===== src/rtl/if_fetch_unit_pkg.sv =====
// Shared types and constants for the instruction-fetch front end.
package if_fetch_unit_pkg;

  localparam int unsigned XLEN = 32;
  localparam logic [XLEN-1:0] ZERO_WORD = '0;
  localparam logic [XLEN-1:0] PC_STEP   = XLEN'(4);

  // One fetch-queue entry: the word and the address it came from.
  typedef struct packed {
    logic [XLEN-1:0] pc;
    logic [XLEN-1:0] inst;
  } fetch_entry_t;

  // Sequential next PC; wraps modulo 2^32.
  function automatic logic [XLEN-1:0] next_pc(input logic [XLEN-1:0] pc);
    return pc + PC_STEP;
  endfunction

endpackage


===== src/rtl/fetch_fifo.sv =====
// Synchronous {pc,inst} queue with push, pop and a flush that overrides both.
module fetch_fifo
  import if_fetch_unit_pkg::*;
#(
  parameter  int unsigned DEPTH = 4,
  localparam int unsigned PTR_W = $clog2(DEPTH),
  localparam int unsigned CNT_W = PTR_W + 1
) (
  input  logic               clk,
  input  logic               rst,
  input  logic               push,
  input  logic               pop,
  input  logic               flush,
  input  fetch_entry_t       push_entry,
  output fetch_entry_t       head_entry_c,
  output logic               full_c,
  output logic               empty_c,
  output logic [CNT_W-1:0]   count
);

  fetch_entry_t       mem [DEPTH];
  logic [PTR_W-1:0]   rd_ptr;
  logic [PTR_W-1:0]   wr_ptr;
  logic               do_push;
  logic               do_pop;

  assign empty_c = (count == '0);
  assign full_c  = (count == CNT_W'(DEPTH));
  assign do_pop  = pop & ~empty_c;
  // A full queue still accepts a push when the head leaves in the same cycle.
  assign do_push = push & (~full_c | do_pop);

  assign head_entry_c = empty_c ? fetch_entry_t'('0) : mem[rd_ptr];

  // Pointers and occupancy; DEPTH is a power of two so pointers wrap naturally.
  always_ff @(posedge clk) begin
    if (rst || flush) begin
      rd_ptr <= '0;
      wr_ptr <= '0;
      count  <= '0;
    end else begin
      if (do_push) wr_ptr <= wr_ptr + PTR_W'(1);
      if (do_pop)  rd_ptr <= rd_ptr + PTR_W'(1);
      case ({do_push, do_pop})
        2'b10:   count <= count + CNT_W'(1);
        2'b01:   count <= count - CNT_W'(1);
        default: count <= count;
      endcase
    end
  end

  // Storage is not reset; the empty flag masks stale contents.
  always_ff @(posedge clk) begin
    if (!rst && !flush && do_push) begin
      mem[wr_ptr] <= push_entry;
    end
  end

endmodule


===== src/rtl/if_fetch_unit.sv =====
// Fetch front end: owns the PC and ROM enable, queues fetched words for decode,
// and redirects on branch requests from execute.
module if_fetch_unit
  import if_fetch_unit_pkg::*;
#(
  parameter  logic [31:0] RESET_PC   = 32'h0000_0000,
  parameter  int unsigned FIFO_DEPTH = 4,
  localparam int unsigned PTR_W      = $clog2(FIFO_DEPTH)
) (
  input  logic             clk,
  input  logic             rst,
  output logic [31:0]      rom_addr_o,
  output logic             rom_ce_o,
  input  logic [31:0]      rom_data_i,
  input  logic             branch_flag_i,
  input  logic [31:0]      branch_target_i,
  output logic             id_valid_o,
  input  logic             id_ready_i,
  output logic [31:0]      id_pc_o,
  output logic [31:0]      id_inst_o,
  output logic [PTR_W:0]   fetch_count_o
);

  logic [31:0]    pc;
  logic           ce;
  logic           pop_c;
  logic           fetch_c;
  logic           fifo_full_c;
  logic           fifo_empty_c;
  logic [PTR_W:0] fifo_count;
  fetch_entry_t   push_entry_c;
  fetch_entry_t   head_entry_c;
  logic           unused_target_lsbs;

  // Word-aligned targets only; the byte offset is dropped on redirect.
  assign unused_target_lsbs = &{1'b0, branch_target_i[1:0]};

  assign pop_c   = ~fifo_empty_c & id_ready_i;
  assign fetch_c = ce & ~branch_flag_i & (~fifo_full_c | pop_c);

  assign push_entry_c.pc   = pc;
  assign push_entry_c.inst = rom_data_i;

  // PC and chip enable; a branch loads the PC even before the ROM is enabled.
  always_ff @(posedge clk) begin
    if (rst) begin
      pc <= RESET_PC;
      ce <= 1'b0;
    end else begin
      ce <= 1'b1;
      if (branch_flag_i) begin
        pc <= {branch_target_i[31:2], 2'b00};
      end else if (fetch_c) begin
        pc <= next_pc(pc);
      end
    end
  end

  fetch_fifo #(
    .DEPTH (FIFO_DEPTH)
  ) u_fetch_fifo (
    .clk          (clk),
    .rst          (rst),
    .push         (fetch_c),
    .pop          (pop_c),
    .flush        (branch_flag_i),
    .push_entry   (push_entry_c),
    .head_entry_c (head_entry_c),
    .full_c       (fifo_full_c),
    .empty_c      (fifo_empty_c),
    .count        (fifo_count)
  );

  assign rom_addr_o    = pc;
  assign rom_ce_o      = ce;
  assign id_valid_o    = ~fifo_empty_c;
  assign id_pc_o       = head_entry_c.pc;
  assign id_inst_o     = head_entry_c.inst;
  assign fetch_count_o = fifo_count;

endmodule


===== config.mk =====
export PLATFORM = sky130hd
export DESIGN_NAME = if_fetch_unit
export DESIGN_NICKNAME = d
export VERILOG_FILES = /design/src/rtl/if_fetch_unit_pkg.sv /design/src/rtl/fetch_fifo.sv /design/src/rtl/if_fetch_unit.sv
export SDC_FILE = /design/constraint.sdc
export NUM_CORES = 1
export LEC_CHECK = 0
export CAP_MARGIN = 5
export CORE_MARGIN = 3
export CORE_UTILIZATION = 59
export CTS_CLUSTER_DIAMETER = 50
export DETAILED_ROUTE_END_ITERATION = 10
export GPL_TIMING_DRIVEN = 0
export PLACE_DENSITY = 0.95
export RECOVER_POWER = 50
export SYNTH_ARGS = -nofsm -noshare
export SYNTH_HDL_FRONTEND = slang
export SYNTH_SLANG_ARGS = --single-unit

===== constraint.sdc =====
create_clock -name clk -period 7.8 [get_ports clk]
set_input_delay 1.95 -clock clk [delete_from_list [all_inputs] [get_ports clk]]
set_output_delay 1.95 -clock clk [all_outputs]
set_load 0.02 [all_outputs]

==> results of run 1 <==
==> cell type report <==
cell class                 instances  area [µm²]
inverter                          13        48.8
clock buffer                      29         726
buffer                            41         210
timing repair buffer             165        1710
sequential                       288        8250
multi-input combinational        336        3180
clock inverter                    24         289
tap                              260         325
fill                            1027        4340
==> registers in the layout (all words and copies together), names as in the netlist, named ones only <==
register and cells:
rom_addr_o 30, u_fetch_fifo.count 3, u_fetch_fifo.wr_ptr 2, u_fetch_fifo.mem 248
rom_ce_o 1, u_fetch_fifo.rd_ptr 2
==> power breakdown <==
part	switching (µW)	internal, µW	total [µW]	leakage [µW]
logic	110	99.9	210	0.00172
clock network	575	882	1460	0.000490
registers	34.4	1700	1740	0.00260
total	719	2680	3400	0.00481
==> logic make-up after synthesis <==
| family | after synthesis | share of synthesized area |
|---|---|---|
| buffers and inverters | 54 | 0.0247 |
| other | 1 | 0.000320 |
| xor gates and xnor gates | 10 | 0.00748 |
| AOI/OAI and AO/OA | 65 | 0.0415 |
| adders and majority gates | 7 | 0.00812 |
| muxes | 62 | 0.119 |
| and+or+nand+nor | 188 | 0.0940 |
| DFF | 288 | 0.705 |
==> per-stage QoR <==
| stage | std cells | worst slack, ns |
|---|---|---|
| final | 1156 | 2.43 |
| after global routing | 1156 | 2.16 |
| after CTS | 1156 | 2.31 |
| after detailed placement | 1103 | 2.94 |
| after global placement | 1099 | 1.53 |
| after floorplan | 678 | 3.05 |
==> path summary, 6_finish.rpt <==
check	endpoint	slack, ns	cells past startpoint
max	u_fetch_fifo.mem[3][51]	2.43	6
min	u_fetch_fifo.wr_ptr[1]	0.51	2
max reg2reg	u_fetch_fifo.mem[3][51]	4.02	5
min reg2reg	u_fetch_fifo.wr_ptr[1]	0.51	2
==> routing by layer <==
metal | vias up | global-route usage | routed length (µm)
met4 | 0 | 0.0517 | 409
met5 | - | 0 | 0
met1 | 3525 | 0.328 | 10100
li1 | 3095 | - | -
met3 | 46 | 0.0638 | 2610
met2 | 381 | 0.414 | 13200
==> worst max-delay path, stage by stage <==
cell                            delay, ns
sky130_fd_sc_hd__dlygate4sd3_1       0.59
sky130_fd_sc_hd__nor4b_1             1.35
sky130_fd_sc_hd__nor3_1              0.15
sky130_fd_sc_hd__clkbuf_1            0.29
sky130_fd_sc_hd__and2_0              0.78
sky130_fd_sc_hd__buf_16              0.49
==> placed cells by master (no fill, tap or decap), types with 13 or more instances in the layout <==
master and n:
sky130_fd_sc_hd__mux4_2 62, sky130_fd_sc_hd__nand3_1 16, sky130_fd_sc_hd__and2_1 68, sky130_fd_sc_hd__nand2_1 17
sky130_fd_sc_hd__edfxtp_1 248, sky130_fd_sc_hd__nor2_1 30, sky130_fd_sc_hd__dfxtp_1 40, sky130_fd_sc_hd__clkbuf_16 29
sky130_fd_sc_hd__clkdlybuf4s50_1 95, sky130_fd_sc_hd__clkbuf_1 26, sky130_fd_sc_hd__a311oi_1 14, sky130_fd_sc_hd__inv_1 13
sky130_fd_sc_hd__dlygate4sd3_1 66
==> metrics.cfg, run 1 <==
[run_status]
run_status = finished, violations left
failing_checks = max-capacitance violations, max-slew violations

[layout]
final_design_area_no_fill_um2 = 14700
final_util = 0.773
nets = 949
synthToLayoutAreaGrowth_pct = 25.9
antennaDiodeCount = 0
layout-drive-gt1-share = 0.147

[grt]
grt_start_max_net_pins = 46
grt_first_pass_wirelength_um = 41600
globalRoute.totalOverflow = 0
number_of_antenna_violations_at_the_first_check_in_global_routing = 0
gr-usage-all-layers = 0.245
grt_pass1_vias = 7384

[sta]
finalWorstPathRequiredPeriod_ns = 5.37
slew_headroom = -0.143
finalHoldViolations = 0
grt_setup_unrepaired = no
setup-violations-final = 0
setup_skew_ns = 0.0121
max_clock_freq_mhz = 186
hold-worst-slack_ns = 0.511
max_slew.worst_pin.slew_ns = 1.69
setup-tns-final_ns = 0
post-route-period-util = 0.689
report.final.slew_viol_count = 29

[clocking]
clock-root-buffer = sky130_fd_sc_hd__clkbuf_16
cts.reportedPaths.clkPinSlew_ns = 0.06
tritoncts_buffers = 29
h-tree-depth = 1
postCtsSetupRepairBufs = 0
clock-sinks = 288
tritoncts = yes
postCtsResizedCells = 0
clk_latency_ns = 0.53
max_root_sink_buffers = 3
hold_buffers_post_cts = 0

[hold_path]
holdCritPathClass = reg2reg
startpoint_of_the_lowest_slack_hold_path = u_fetch_fifo.wr_ptr[1]

[route]
first_pass_iters = 6
detail_route.wirelength_um = 26300
detail_route.iter0.violations = 640
detailroute.via_count = 7047
drt-vias-per-instance = 6.10
post_drt_wl_per_cell_um = 22.7
detail_route.drc_violations = 0
antenna_left = 0

[die]
design.die.area_um2 = 21600
die_x_um = 147
core.rowCount = 50
io_pins = 169
floorplan.initialDensity = 0.613
fp.coreArea_um2 = 19100
die_h_um = 147

[logic_synthesis]
synth_cell_types = 52
ys_dominant_reg_cell = sky130_fd_sc_hd__edfxtp_1
yosys_warnings = 0
ys_ff_latch = 288
synth-edff-count = 248
asr_flop_ratio_synth = 0
syn-instance-count = 675
yosysMostFrequentCell = sky130_fd_sc_hd__edfxtp_1
synthTopCellsByCount = sky130_fd_sc_hd__edfxtp_1 (248), sky130_fd_sc_hd__and2_1 (72), sky130_fd_sc_hd__mux4_2 (62), sky130_fd_sc_hd__dfxtp_1 (40), sky130_fd_sc_hd__nor2_1 (30)
mappedNetlistArea_um2 = 11700
synth_top_cells_by_area = sky130_fd_sc_hd__edfxtp_1 (64%), sky130_fd_sc_hd__mux4_2 (12%), sky130_fd_sc_hd__dfxtp_1 (6.8%), sky130_fd_sc_hd__and2_1 (3.8%), sky130_fd_sc_hd__a311oi_1 (1.0%)
yosys.area.top_type = sky130_fd_sc_hd__edfxtp_1
synth_top_area_frac = 0.636
synth_area_per_cell_um2 = 17.3
synth-seq-area-share = 0.705

[setup_path]
worst-setup-path-type = in2reg
rr_startpoint = u_fetch_fifo.count[0]
worst_ep_arrival_time_ns = 5.62
crit_fanout = 45
critical_path_required_ns = 8.05
end_kind = flop
setup.worst_path.start = id_ready_i
timing.critical_path.from_type = primary input

[placed_design]
place.gp.congestion = 0.889
dpl.hpwl_um = 16400
placement.cell_area_um2 = 13800
portBuffers = 161

[power]
p_per_area_nw_per_um2 = 231
finalPower_uw = 3400
power.ir.vdd_worst_mv = 0.253
total_leakage_power_uw = 0.00481

[job]
cap_violations = 2

Note: power is estimated with default switching activity, not from simulation.
==> inputs of run 2 (changes only) <==
--- a/config.mk
+++ b/config.mk
@@ -7,11 +7,11 @@
 export LEC_CHECK = 0
 export CAP_MARGIN = 5
 export CORE_MARGIN = 3
-export CORE_UTILIZATION = 59
+export CORE_UTILIZATION = 49
 export CTS_CLUSTER_DIAMETER = 50
 export DETAILED_ROUTE_END_ITERATION = 10
 export GPL_TIMING_DRIVEN = 0
-export PLACE_DENSITY = 0.95
+export PLACE_DENSITY = 0.88
 export RECOVER_POWER = 50
 export SYNTH_ARGS = -nofsm -noshare
 export SYNTH_HDL_FRONTEND = slang
==> constraint.sdc (replaced) <==
create_clock -name clk -period 4.45 [get_ports clk]
set_input_delay 1.1125 -clock clk [delete_from_list [all_inputs] [get_ports clk]]
set_output_delay 1.1125 -clock clk [all_outputs]
set_load 0.02 [all_outputs]
==> run 2 against run 1 <==
The flow still finishes with violations (max-capacitance violations, max-slew violations). Largest cell class unchanged. Global-route usage is 4.5 points lower. Sequential power is 75% higher. Clock-buffer cell count is 8 higher. Final cell count is 4.8% higher. Wire length is 1.7% lower. Critical path depth is 1 lower. Largest power group unchanged. Utilization is 13 points lower. Non-clock buffer count is 1 lower.
==> metrics.cfg, run 2 (synthesis gave the netlist of run 1 again) <==
[run_status]
run_status = finished, violations left
failing_checks = max-capacitance violations, max-slew violations

[setup_path]
worst_r2r_endpoint = u_fetch_fifo.mem[1][45]
worst_ep_arrival_time_ns = 3.14  ; -2.48 ns
timing.critical_path.from_type = flop
rr_startpoint = u_fetch_fifo.count[0]
r2r.worst_path.cells = 5  ; unchanged
crit_fanout = 10  ; -78%
worst-setup-path-type = reg2out
end_kind = output port
critical_path_required_ns = 3.34  ; -4.71 ns
reg2reg_setup_slack_ns = 1.09  ; -2.93 ns

[power]
p_per_area_nw_per_um2 = 399  ; +73%
total_leakage_power_uw = 0.00481  ; about the same
power.ir.vdd_worst_mv = 0.335  ; +33%

[die]
fp.coreArea_um2 = 23100  ; +21%
core.rowCount = 55  ; +10%
die_x_um = 161  ; +9.3%
io_pins = 169  ; unchanged
floorplan.initialDensity = 0.508  ; -0.106
design.die.area_um2 = 25800  ; +20%
die_h_um = 161  ; +9.3%

[route]
drt-vias-per-instance = 5.76  ; -5.5%
detail_route.wirelength_um = 25800  ; -1.7%
first_pass_iters = 5  ; -1
detail_route.iter0.violations = 617  ; -3.6%
detailroute.via_count = 6976  ; -1.0%
antenna_left = 0  ; unchanged
detail_route.drc_violations = 0  ; unchanged
post_drt_wl_per_cell_um = 21.3  ; -6.1%

[layout]
largest_register_ff_count = 248  ; unchanged
post_layout_nonfiller_instances = 1211  ; +4.8%
final_cell_mix = sky130_fd_sc_hd__edfxtp_1 (248), sky130_fd_sc_hd__clkdlybuf4s50_1 (104), sky130_fd_sc_hd__and2_1 (70)
layout.cells.most_common = sky130_fd_sc_hd__edfxtp_1
registers.top_by_ff_count = u_fetch_fifo.mem
nets = 949  ; unchanged
layout-drive-gt1-share = 0.152  ; +0.00430
final_design_area_no_fill_um2 = 14800  ; +0.62%
synthToLayoutAreaGrowth_pct = 26.7
filler_cell_count = 1617  ; +57%

[job]
cap_violations = 1  ; -1

[sta]
finalWorstPathRequiredPeriod_ns = 4.25
max_clock_freq_mhz = 235
max_slew.worst_pin.slew_ns = 1.74  ; +0.0465 ns
setup_skew_ns = 0.00806  ; -0.00407 ns
grt_setup_unrepaired = no
finalHoldViolations = 0  ; unchanged
setup-violations-final = 0  ; unchanged
slew_headroom = -0.174  ; -0.0315
report.final.slew_viol_count = 11  ; -62%
post-route-period-util = 0.956

[hold_path]
holdCritPathClass = reg2reg
whs_endpoint = u_fetch_fifo.wr_ptr[1]
hold-path-cell-count = 2  ; unchanged
startpoint_of_the_lowest_slack_hold_path = u_fetch_fifo.wr_ptr[1]

[clocking]
cts.reportedPaths.clkPinSlew_ns = 0.06  ; about the same
clk_latency_ns = 0.54  ; about the same
postCtsSetupRepairBufs = 0  ; unchanged
max_root_sink_buffers = 3  ; unchanged
hold_buffers_post_cts = 0  ; unchanged
clock-root-buffer = sky130_fd_sc_hd__clkbuf_16
h-tree-depth = 1  ; unchanged
tritoncts = yes
postCtsResizedCells = 10  ; +10
clock-sinks = 288  ; unchanged
tritoncts_buffers = 30  ; +3.4%

[grt]
gr-usage-all-layers = 0.200  ; -0.0454
number_of_antenna_violations_at_the_first_check_in_global_routing = 0  ; unchanged
grt_start_max_net_pins = 53  ; +15%
grt_first_pass_wirelength_um = 40800  ; -1.9%
globalRoute.totalOverflow = 0  ; unchanged
grt_pass1_vias = 7151  ; -3.2%

[placed_design]
place.gp.congestion = 0.884  ; -0.65%
dpl.cell_count = 1156  ; +4.8%
dpl.hpwl_um = 16500  ; +0.46%
portBuffers = 161  ; unchanged
placement.cell_area_um2 = 13800  ; +0.54%

[run 2: cell count changes in the layout (fill, tap and decap cells not counted), moves of 3 or more]
cell                              change
sky130_fd_sc_hd__clkbuf_1             +5
sky130_fd_sc_hd__clkdlybuf4s15_2      +5
sky130_fd_sc_hd__dlygate4sd3_1        -9
sky130_fd_sc_hd__buf_1                -6
sky130_fd_sc_hd__clkinv_1             -3
sky130_fd_sc_hd__clkdlybuf4s50_1      +9
[run 2: power breakdown]
part           leakage, µW  internal (µW)  switching [µW]  total [µW]
clock network     0.000489           1510            1000        2510
registers          0.00260           2980            59.8        3040
logic              0.00172            178             189         367
[run 2: worst max-delay path, cell delays in order (launching register included)]
cell and delay [ns]:
sky130_fd_sc_hd__dfxtp_1 0.31, sky130_fd_sc_hd__clkbuf_1 0.52, sky130_fd_sc_hd__clkbuf_1 0.63, sky130_fd_sc_hd__mux4_2 0.40, sky130_fd_sc_hd__and2_1 0.17, sky130_fd_sc_hd__clkdlybuf4s50_1 0.58
[run 2: how the worst max path moves through the flow]
stage,endpoint,from
after floorplan,u_fetch_fifo.mem[0][0],rst
after global placement,u_fetch_fifo.mem[1][27],branch_flag_i
after detailed placement,id_pc_o[3],flop
after CTS,id_inst_o[16],flop
after global routing,id_pc_o[3],flop
final,id_pc_o[3],flop
[run 2: layer usage]
metal | up-vias | track usage | wire length (µm)
li1 | 3099 | - | -
met1 | 3505 | 0.275 | 10700
met2 | 333 | 0.331 | 12500
met3 | 39 | 0.0451 | 2190
met4 | 0 | 0.0426 | 391
met5 | - | 0 | 0
[run 2: area by class of cell]
cell class | count | area [µm²] | area share
tap | 313 | 392 | 0.0264
inverter | 13 | 48.8 | 0.00329
buffer | 40 | 245 | 0.0165
multi-input combinational | 336 | 3180 | 0.214
clock inverter | 18 | 199 | 0.0134
timing repair buffer | 165 | 1720 | 0.116
antenna | 1 | 2.50 | 0.000169
sequential | 288 | 8250 | 0.556
clock buffer | 37 | 798 | 0.0538
[run 2: through the flow]
step | util | worst slack (ns) | power [µW] | setup TNS, ns | hold WS, ns
2_1_floorplan | - | 0.539 | 3260 | 0 | 0.469
3_3_place_gp | 0.595 | -1.06 | 3470 | -257.20 | 0.483
3_5_place_dp | 0.600 | 0.329 | 3480 | 0 | 0.501
4_1_cts | 0.645 | 0.0165 | 5980 | 0 | 0.526
5_1_grt | 0.643 | 0.0734 | 6110 | 0 | 0.559
6_report | 0.643 | 0.197 | 5920 | 0 | 0.522
==> inputs of run 3 (changes only) <==
--- a/config.mk
+++ b/config.mk
@@ -5,13 +5,15 @@
 export SDC_FILE = /design/constraint.sdc
 export NUM_CORES = 1
 export LEC_CHECK = 0
+export ABC_AREA = 1
 export CAP_MARGIN = 5
 export CORE_MARGIN = 3
-export CORE_UTILIZATION = 49
-export CTS_CLUSTER_DIAMETER = 50
+export CORE_UTILIZATION = 50
+export CTS_CLUSTER_DIAMETER = 100
+export CTS_CLUSTER_SIZE = 25
 export DETAILED_ROUTE_END_ITERATION = 10
 export GPL_TIMING_DRIVEN = 0
-export PLACE_DENSITY = 0.88
+export PLACE_DENSITY = 0.89
 export RECOVER_POWER = 50
 export SYNTH_ARGS = -nofsm -noshare
 export SYNTH_HDL_FRONTEND = slang
==> run 3 against run 2 <==
The flow now finishes without violations. Via count is 32% higher. Critical path type is now in2reg. Largest cell class unchanged. Worst hold slack worse by 0.033 ns. Die area is 2.1% higher. Final cell count is 39% higher. Clock-buffer cell count is 13 lower. Area after synthesis is 4.2% higher.
==> metrics.cfg, run 3 <==
[placed_design]
placement.cell_area_um2 = 14400  ; +4.1%
place.gp.congestion = 0.904  ; +2.4%
dpl_worst_slack_ns = 0.949  ; +0.620 ns
portBuffers = 160  ; -0.62%
dpl.hpwl_um = 20500  ; +25%

[power]
p_sw_frac = 0.222  ; +0.0107
p_per_area_nw_per_um2 = 329  ; -18%
power.ir.vdd_worst_mv = 0.180  ; -46%
comb_power_share = 0.077  ; +0.015
internal_power_uw = 3770  ; -19%
power_switching_uw = 1080  ; -14%
pwr-share-seq = 0.623  ; +0.109
clock_power_share = 0.299  ; -0.125
total_leakage_power_uw = 0.00513  ; +6.9%

[logic_synthesis]
synth_cell_types = 32  ; -38%
synth-edff-count = 248  ; unchanged
synth_compound_gate_area_share = 0.104  ; +0.0624
synth-adder-area-share = 0.00779  ; -0.000330
main_combinational_cell_family_by_area_after_synthesis = simple AND/OR/NAND/NOR gates
synth_top_cells_by_area = sky130_fd_sc_hd__edfxtp_1 (61%), sky130_fd_sc_hd__nor2_1 (9.0%), sky130_fd_sc_hd__dfxtp_1 (6.6%), sky130_fd_sc_hd__o21ai_0 (6.3%), sky130_fd_sc_hd__nand2_1 (4.7%)
syn-instance-count = 1171  ; +73%
ys_dominant_reg_cell = sky130_fd_sc_hd__edfxtp_1
yosys.area.top_type = sky130_fd_sc_hd__edfxtp_1
synth_area_per_cell_um2 = 10.4  ; -40%
yosys.area_share.simple = 0.169  ; +0.0750
mappedNetlistArea_um2 = 12200  ; +4.2%
post_synth_xor_area_fraction = 0.00144  ; -0.00605
synth_top_area_frac = 0.610  ; -0.0258
synthTopCellsByCount = sky130_fd_sc_hd__nor2_1 (293), sky130_fd_sc_hd__edfxtp_1 (248), sky130_fd_sc_hd__o21ai_0 (154), sky130_fd_sc_hd__nand2_1 (152), sky130_fd_sc_hd__a21oi_1 (83)
ys_ff_latch = 288  ; unchanged
synth-seq-area-share = 0.676  ; -0.0286
yosys_warnings = 0  ; unchanged
synth.area.mux_share = 0  ; -0.119
yosysMostFrequentCell = sky130_fd_sc_hd__nor2_1
asr_flop_ratio_synth = 0  ; unchanged

[grt]
grt_pass1_vias = 9079  ; +27%
grt_start_max_net_pins = 32  ; -40%
grt_first_pass_wirelength_um = 47300  ; +16%
number_of_antenna_violations_at_the_first_check_in_global_routing = 2  ; +2
globalRoute.totalOverflow = 0  ; unchanged
gr-usage-all-layers = 0.228  ; +0.0281

[setup_path]
timing.critical_path.from_type = primary input
critical_path_required_ns = 4.63  ; +1.29 ns
crit_path_frequent_cell = sky130_fd_sc_hd__nor2_1
critPathMaxStageDelay_ns = 0.86  ; +0.23 ns
worst_ep_arrival_time_ns = 4.23  ; +1.09 ns
worst-path-buf-inv = 4  ; +1
cp_top_family = simple AND/OR/NAND/NOR gates
path_cells = dlygate4sd3_1, nor2_1, nand2_1, nand2_1, nor2_1, inv_1, nor2_1, buf_12, buf_12
slowest_stage_cell_on_the_critical_path = sky130_fd_sc_hd__nor2_1
crit_fanout = 30  ; +20
worst-setup-path-type = in2reg
end_kind = flop

[route]
antenna_left = 0  ; unchanged
detail_route.iter0.violations = 822  ; +33%
detail_route.drc_violations = 0  ; unchanged
first_pass_iters = 8  ; +3
post_drt_wl_per_cell_um = 18.1  ; -15%
drt-vias-per-instance = 5.48  ; -4.9%
detailroute.via_count = 9232  ; +32%
detail_route.wirelength_um = 30500  ; +18%

[sta]
post-route-period-util = 0.910  ; -0.0457
report.final.slew_viol_count = 0  ; -11
max_clock_freq_mhz = 247  ; +5.0%
finalHoldViolations = 0  ; unchanged
setup_skew_ns = 0.0178  ; +0.00975 ns
slew_headroom = 0.225  ; +0.399
timing.final.ws_setup_ns = 0.400  ; +0.203 ns
grt_setup_unrepaired = no
setup-violations-final = 0  ; unchanged
max_slew.worst_pin.slew_ns = 1.16  ; -0.579 ns
finalWorstPathRequiredPeriod_ns = 4.05  ; -0.203 ns

[layout]
final_design_area_no_fill_um2 = 14700  ; -0.61%
final_cell_mix = sky130_fd_sc_hd__nor2_1 (294), sky130_fd_sc_hd__edfxtp_1 (248), sky130_fd_sc_hd__o21ai_0 (157)
largest_register_ff_count = 248  ; unchanged
layout-drive-gt1-share = 0.0541  ; -0.0975
antennaDiodeCount = 0  ; -1
layout.cells.most_common = sky130_fd_sc_hd__nor2_1
synthToLayoutAreaGrowth_pct = 20.8
registers.top_by_ff_count = u_fetch_fifo.mem
nets = 1434  ; +51%

[clocking]
tritoncts = yes
postCtsResizedCells = 0  ; -10
max_root_sink_buffers = 3  ; unchanged
clock-root-buffer = sky130_fd_sc_hd__clkbuf_16
postCtsSetupRepairBufs = 0  ; unchanged
h-tree-depth = 1  ; unchanged
hold_buffers_post_cts = 0  ; unchanged
clock-sinks = 288  ; unchanged
clk_latency_ns = 0.49  ; -0.05 ns
cts.reportedPaths.clkPinSlew_ns = 0.10  ; +0.04 ns
tritoncts_buffers = 15  ; -50%

[die]
io_pins = 169  ; unchanged
die_h_um = 162  ; +1.0%
floorplan.initialDensity = 0.514  ; +0.00591
die_x_um = 162  ; +1.0%
design.die.area_um2 = 26300  ; +2.1%
fp.coreArea_um2 = 23800  ; +3.0%
core.rowCount = 56  ; +1.8%

[run_status]
run_status = finished, final reports clean

[job]
cap_violations = 0  ; -1

[hold_path]
holdCritPathClass = reg2reg

run 3: power groups by stage:
stage               clock [µW]  combinational, µW  sequential, µW
CTS                       1480                387            3020
finish                    1450                375            3020
detailed placement           0                384            3080
global route              1570                408            3030
floorplan                    0                161            3080
global placement             0                370            3080
run 3: cells by family (layout without fill, tap and decap cells):
logic type / after synthesis / count (layout)
compound gates: 249 / 249
xor+xnor: 2 / 2
fa+ha+maj: 7 / 7
buf+inv: 119 / 312
flops: 288 / 288
other cells: 1 / 4
simple gates: 505 / 505
run 3: cell type report:
cell class | count | area, µm²
Fill cell | 1819 | 9010
Tap cell | 319 | 399
Clock inverter | 1 | 16.3
Inverter | 60 | 225
Buffer | 59 | 273
Sequential cell | 288 | 8250
Clock buffer | 24 | 409
Multi-Input combinational cell | 767 | 3430
Timing Repair Buffer | 168 | 1750
run 3: per-stage QoR:
stage	instances	TNS, ns	power, µW	hold WS [ns]	utilization
CTS	1686	0	4880	0.485	0.624
floorplan	1174	-98.67	3240	0.436	-
detailed placement	1661	0	3460	0.468	0.606
global placement	1653	-622.47	3450	0.453	0.598
global route	1686	0	5010	0.534	0.621
finish	1686	0	4850	0.489	0.621
run 3: worst min-delay path, stage by stage, from the launching register on:
cell and delay, ns:
sky130_fd_sc_hd__dfxtp_1 0.31, sky130_fd_sc_hd__inv_1 0.06, sky130_fd_sc_hd__a21oi_1 0.07
run 3: per-layer routing:
metal,share of wire,routed length [µm],vias to the layer above,track usage
met5,0.00085,26,-,0
met4,0.022,665,4,0.0702
met3,0.090,2730,61,0.0375
met2,0.49,14900,510,0.392
met1,0.40,12100,4302,0.299
li1,-,-,4355,-
run 3: path summary, 6_finish.rpt:
kind	endpoint	start	cells past startpoint	slack, ns
setup reg to reg	u_fetch_fifo.mem[3][26]	u_fetch_fifo.count[1]	8	1.12
setup / recovery	u_fetch_fifo.mem[3][26]	id_ready_i	9	0.40
hold reg to reg	u_fetch_fifo.rd_ptr[1]	u_fetch_fifo.rd_ptr[1]	2	0.49
hold / removal	u_fetch_fifo.rd_ptr[1]	u_fetch_fifo.rd_ptr[1]	2	0.49
